===== src/rtl/fp_expand_pipe_if.sv =====
// Valid/ready stream bundle for fp_expand_pipe: 8-bit float samples in, 12-bit linear samples out.
// The DUT uses the slave modport; whoever drives samples and consumes results uses master.
interface fp_expand_pipe_if;
    logic        in_valid;
    logic        in_ready;
    logic [7:0]  in_fp;
    logic        out_valid;
    logic        out_ready;
    logic [11:0] out_lin;

    modport master (
        output in_valid,
        output in_fp,
        output out_ready,
        input  in_ready,
        input  out_valid,
        input  out_lin
    );

    modport slave (
        input  in_valid,
        input  in_fp,
        input  out_ready,
        output in_ready,
        output out_valid,
        output out_lin
    );
endinterface


===== src/rtl/fp_expand_pipe.sv =====
// Expands 8-bit floats {sign, exp[2:0], sig[3:0]} back to 12-bit two's-complement samples
// through a 2-stage elastic pipeline, with a peak-magnitude hold and a saturating sample counter.
module fp_expand_pipe #(
    parameter int CNT_W = 16
) (
    input  logic             clk,
    input  logic             rst_n,
    fp_expand_pipe_if.slave  bus,
    input  logic             peak_clr,
    output logic [10:0]      peak_mag,
    output logic [CNT_W-1:0] sample_cnt
);

    logic        s1_valid;
    logic        s1_sign;
    logic [10:0] s1_mag;
    logic        s2_valid;
    logic [11:0] out_lin_q;

    logic        s1_load;
    logic        s2_load;
    logic        out_hs;
    logic [11:0] s2_lin;
    logic [10:0] out_abs;

    // Stage 2 frees up whenever its current sample leaves, so both stages can move together.
    always_comb begin
        s2_load = s1_valid & (~s2_valid | bus.out_ready);
        s1_load = bus.in_valid & (~s1_valid | s2_load);
        out_hs  = s2_valid & bus.out_ready;
    end

    assign bus.in_ready  = ~s1_valid | ~s2_valid | bus.out_ready;
    assign bus.out_valid = s2_valid;
    assign bus.out_lin   = out_lin_q;

    // Negating a zero magnitude wraps to zero, so negative zero needs no special case.
    always_comb begin
        s2_lin  = s1_sign ? (~{1'b0, s1_mag} + 12'd1) : {1'b0, s1_mag};
        out_abs = out_lin_q[11] ? 11'(~out_lin_q + 12'd1) : out_lin_q[10:0];
    end

    always_ff @(posedge clk) begin
        if (s1_load) begin
            s1_sign <= bus.in_fp[7];
            s1_mag  <= 11'({7'b0, bus.in_fp[3:0]} << bus.in_fp[6:4]);
        end
    end

    always_ff @(posedge clk) begin
        if (!rst_n) begin
            s1_valid  <= 1'b0;
            s2_valid  <= 1'b0;
            out_lin_q <= '0;
        end else begin
            s1_valid <= s1_load | (s1_valid & ~s2_load);
            s2_valid <= s2_load | (s2_valid & ~out_hs);
            if (s2_load) begin
                out_lin_q <= s2_lin;
            end
        end
    end

    // A clear coinciding with a handshake restarts the peak from that sample rather than zero.
    always_ff @(posedge clk) begin
        if (!rst_n) begin
            peak_mag   <= '0;
            sample_cnt <= '0;
        end else begin
            if (out_hs) begin
                if (peak_clr || (out_abs > peak_mag)) begin
                    peak_mag <= out_abs;
                end
                if (sample_cnt != {CNT_W{1'b1}}) begin
                    sample_cnt <= sample_cnt + CNT_W'(1);
                end
            end else if (peak_clr) begin
                peak_mag <= '0;
            end
        end
    end

endmodule


===== src/flat_wrapper.sv =====
// flat-port wrapper written by rule: the top's interface ports become plain ports
module fp_expand_pipe_flat 
#(
    parameter int CNT_W = 16
)
  (clk, rst_n, peak_clr, peak_mag, sample_cnt, bus_in_valid, bus_in_fp, bus_out_ready, bus_in_ready, bus_out_valid, bus_out_lin);
  fp_expand_pipe_if bus_i ();
  input  logic clk;
  input  logic rst_n;
  input  logic peak_clr;
  output logic [10:0] peak_mag;
  output logic [CNT_W-1:0] sample_cnt;
  input wire logic [$bits(bus_i.in_valid)-1:0] bus_in_valid;
  input wire logic [$bits(bus_i.in_fp)-1:0] bus_in_fp;
  input wire logic [$bits(bus_i.out_ready)-1:0] bus_out_ready;
  output wire logic [$bits(bus_i.in_ready)-1:0] bus_in_ready;
  output wire logic [$bits(bus_i.out_valid)-1:0] bus_out_valid;
  output wire logic [$bits(bus_i.out_lin)-1:0] bus_out_lin;
  assign bus_i.in_valid = bus_in_valid;
  assign bus_i.in_fp = bus_in_fp;
  assign bus_i.out_ready = bus_out_ready;
  assign bus_in_ready = bus_i.in_ready;
  assign bus_out_valid = bus_i.out_valid;
  assign bus_out_lin = bus_i.out_lin;
  fp_expand_pipe #(.CNT_W(CNT_W)) u_core (.clk(clk), .rst_n(rst_n), .bus(bus_i), .peak_clr(peak_clr), .peak_mag(peak_mag), .sample_cnt(sample_cnt));
endmodule

===== config.mk =====
export PLATFORM = sky130hd
export DESIGN_NAME = fp_expand_pipe_flat
export DESIGN_NICKNAME = d
export VERILOG_FILES = /design/src/rtl/fp_expand_pipe_if.sv /design/src/rtl/fp_expand_pipe.sv /design/src/flat_wrapper.sv
export SDC_FILE = /design/constraint.sdc
export NUM_CORES = 1
export LEC_CHECK = 0
export BUFFER_PORTS_ARGS = -buffer_cell sky130_fd_sc_hd__buf_2
export CORE_ASPECT_RATIO = 0.5
export CORE_MARGIN = 3
export CORE_UTILIZATION = 43
export CTS_CLUSTER_DIAMETER = 60
export DETAILED_ROUTE_END_ITERATION = 16
export MAX_ROUTING_LAYER = met4
export SETUP_SLACK_MARGIN = 0.05
export SLEW_MARGIN = 20
export SYNTH_ARGS = -nofsm -noshare
export SYNTH_HDL_FRONTEND = slang
export SYNTH_SLANG_ARGS = --single-unit

===== constraint.sdc =====
create_clock -name clk -period 3 [get_ports clk]
set_input_delay 0.3 -clock clk [delete_from_list [all_inputs] [get_ports clk]]
set_output_delay 0.3 -clock clk [all_outputs]
set_load 0.01 [all_outputs]

==> impl_metrics.tcl <==
set metrics [dict create \
    status "finished, final reports clean" \
    vias 2503 \
    grt_antenna_before_repair 0 \
    cp-start-kind "flip-flop" \
    syn_area_mm2 0.00296 \
    dr.pass1.iters 4 \
    cts_tree "built" \
    num_rows 20 \
    crit_buf_inv 1 \
    dp_cells 473 \
    worst-slew-pin-transition_ns 0.804 \
    synthCells 339 \
    crit_path_max_incr_delay_ns 0.47 \
    crit_type "flip-flop to flip-flop" \
    timing.final.crit_share_pct 91.4 \
    crit_fanout 9 \
    layout.nets 419 \
    die_w_um 123 \
    rsz0062_at_grt "false" \
    required_ns 3.21 \
    io_buffers 53 \
    routed_wl_um 6610 \
    synthArstFlopShare_pct 0 \
    core_area_mm2 0.00636 \
    first_global_vias 2345 \
    place.gp.congestion 0.861 \
    drive_above_1_share_pct 18.8 \
    cellPowerDensity_mw_per_mm2 466 \
    fmax_mhz 365 \
    drt_iter0_drc 183 \
    final_cells 481 \
    leakagePower_nw 1.43 \
    h-tree-depth 2 \
    postRouteAntennaNets 0 \
    clock_skew_ns 0.00382 \
    design_area_mm2 0.00347 \
    cpMaxStageDelayCell "nor4_2" \
    slew_violations 0 \
    track_usage_pct 17.9 \
    die_y_um 64.6 \
    worstHoldPathType "input pin to flip-flop" \
    cts_hold_buf 0 \
    final_common_cell "buf_2" \
    yosysUniqueCellTypes 49 \
    place_area_mm2 0.00332 \
    grt_overflow 0 \
    synth_edf_count 12 \
    grt_first_pass_wirelength_um 11000 \
    utilization_pct 54.5 \
    synthFlopType "dfxtp_1" \
    synth-seq-area-share_pct 39.9 \
    antenna_cells 0 \
    endpoint_kind "flip-flop" \
    cts_resized 0 \
    clkLatencyLatePin_ns 0.29 \
    fin_tns_setup_ns 0 \
    cts.path.max_buffers 2 \
    routedWlPerCell_um 13.7 \
    slew_headroom_pct 46.0 \
    synth_fp_nets 366 \
    die_area_mm2 0.00797 \
    layout_common_cells "53 x buf_2, 43 x nand2_1, 41 x dfxtp_1" \
    synth_seq_cells 53 \
    worstPathCellList "nor4_2, a41oi_1, xor2_1, ha_1, nand4_1, a211oi_1, nor4_1, a2bb2oi_1, buf_4, mux2i_1" \
    final_hold_viol_count 0 \
    grt_max_degree 28 \
    dp_hpwl_um 5060 \
    cts_buffers 5 \
    peakVddDrop_v 0.000206 \
    cap_violations 0 \
    synth_top_area_share_pct 27.7 \
    drcViolationCount 0 \
    path_delay_family "compound AO/OA/AOI/OAI gates" \
    area_delta_synth_final_pct 17.2 \
    yosys-top-cells-area "dfxtp_1 28%, edfxtp_1 12%, mux2i_1 6.1%" \
    setup_violations 0 \
    routed_via_density 5.20 \
    post-cts-setup-buffers 0 \
    path_clk_slew_ns 0.07 \
    finalCriticalPeriod_ns 2.74 \
    root_buffer "clkbuf_16" \
    ios 54 \
    p_total_mw 1.62 \
    arrival_ns 2.96 \
    start_util_pct 46.5 \
    avgSynthCellArea_um2 8.73 \
    yosys_warnings 0 \
    clock-sinks 53 \
    yosys.area.top_type "dfxtp_1" \
]
[final timing paths]
kind	cells after the start	startpoint	slack, ns	end
hold / removal	1	bus_in_fp[7]	0.19	u_core.s1_sign
hold reg to reg	2	u_core.peak_mag[9]	0.47	u_core.peak_mag[9]
setup reg to reg	10	u_core.bus.out_lin[4]	0.26	u_core.peak_mag[5]
setup / recovery	10	u_core.bus.out_lin[4]	0.26	u_core.peak_mag[5]
[Yosys cell counts (8+ instances only)]
cell type,number
inv_1,23
xor2_1,10
nand3_1,12
dfxtp_1,41
nor2_1,39
xnor2_1,17
ha_1,14
a21oi_1,18
mux2i_1,18
clkbuf_1,8
nand2_1,43
nor3_1,13
edfxtp_1,12
[cell type report]
class | count | area (µm²)
fillers | 636 | 2890
inverters | 24 | 90.1
multi-input cells | 251 | 1640
flip-flops and latches | 53 | 1180
clock inverters | 2 | 8.76
clock buffers | 6 | 139
repair buffers | 57 | 295
well taps | 88 | 110
[power breakdown]
group	internal [mW]	switching [mW]
registers	0.757	0.0294
logic	0.110	0.143
clock network	0.328	0.248
total	1.20	0.420
[routing by layer]
| layer | wire length [µm] | global-route usage (%) | vias up |
|---|---|---|---|
| met2 | 2820 | 25.8 | 39 |
| met5 | 0 | - | - |
| met4 | 39 | 4.14 | 0 |
| met3 | 270 | 4.27 | 5 |
| met1 | 3480 | 25.5 | 1162 |
| li1 | - | - | 1297 |
[worst reg2reg max path, stage by stage, from the launching register on]
cell	delay (ns)
dfxtp_1	0.35
nor4_2	0.47
a41oi_1	0.22
xor2_1	0.20
ha_1	0.32
nand4_1	0.12
a211oi_1	0.27
nor4_1	0.08
a2bb2oi_1	0.19
buf_4	0.24
mux2i_1	0.21
[metrics by stage]
stage | hold WS, ns | setup slack [ns]
6_report | 0.185 | 0.257
5_1_grt | 0.172 | 0.0513
4_1_cts | 0.179 | 0.263
3_5_place_dp | 0.467 | 0.288
3_3_place_gp | 0.457 | 0.477
2_1_floorplan | 0.399 | 0.453
[kinds of logic after synthesis]
| group | synth area share (%) |
|---|---|
| AND/OR/NAND/NOR | 23.4 |
| AO/OA/AOI/OAI | 11.7 |
| flip-flops | 39.9 |
| buffers and inverters | 4.57 |
| XOR/XNOR | 7.99 |
| multiplexers | 6.47 |
| adder cells (fa/ha/maj) | 5.92 |
[registers in the layout, indices dropped and copies added, names as in the netlist]
name / flops
u_core.s1_sign: 1
u_core.bus.out_lin: 12
u_core.s1_valid: 1
u_core.s1_mag: 11
u_core.peak_mag: 11
u_core.bus.out_valid: 1
u_core.sample_cnt: 16
Power figures use the tool's default switching activity.
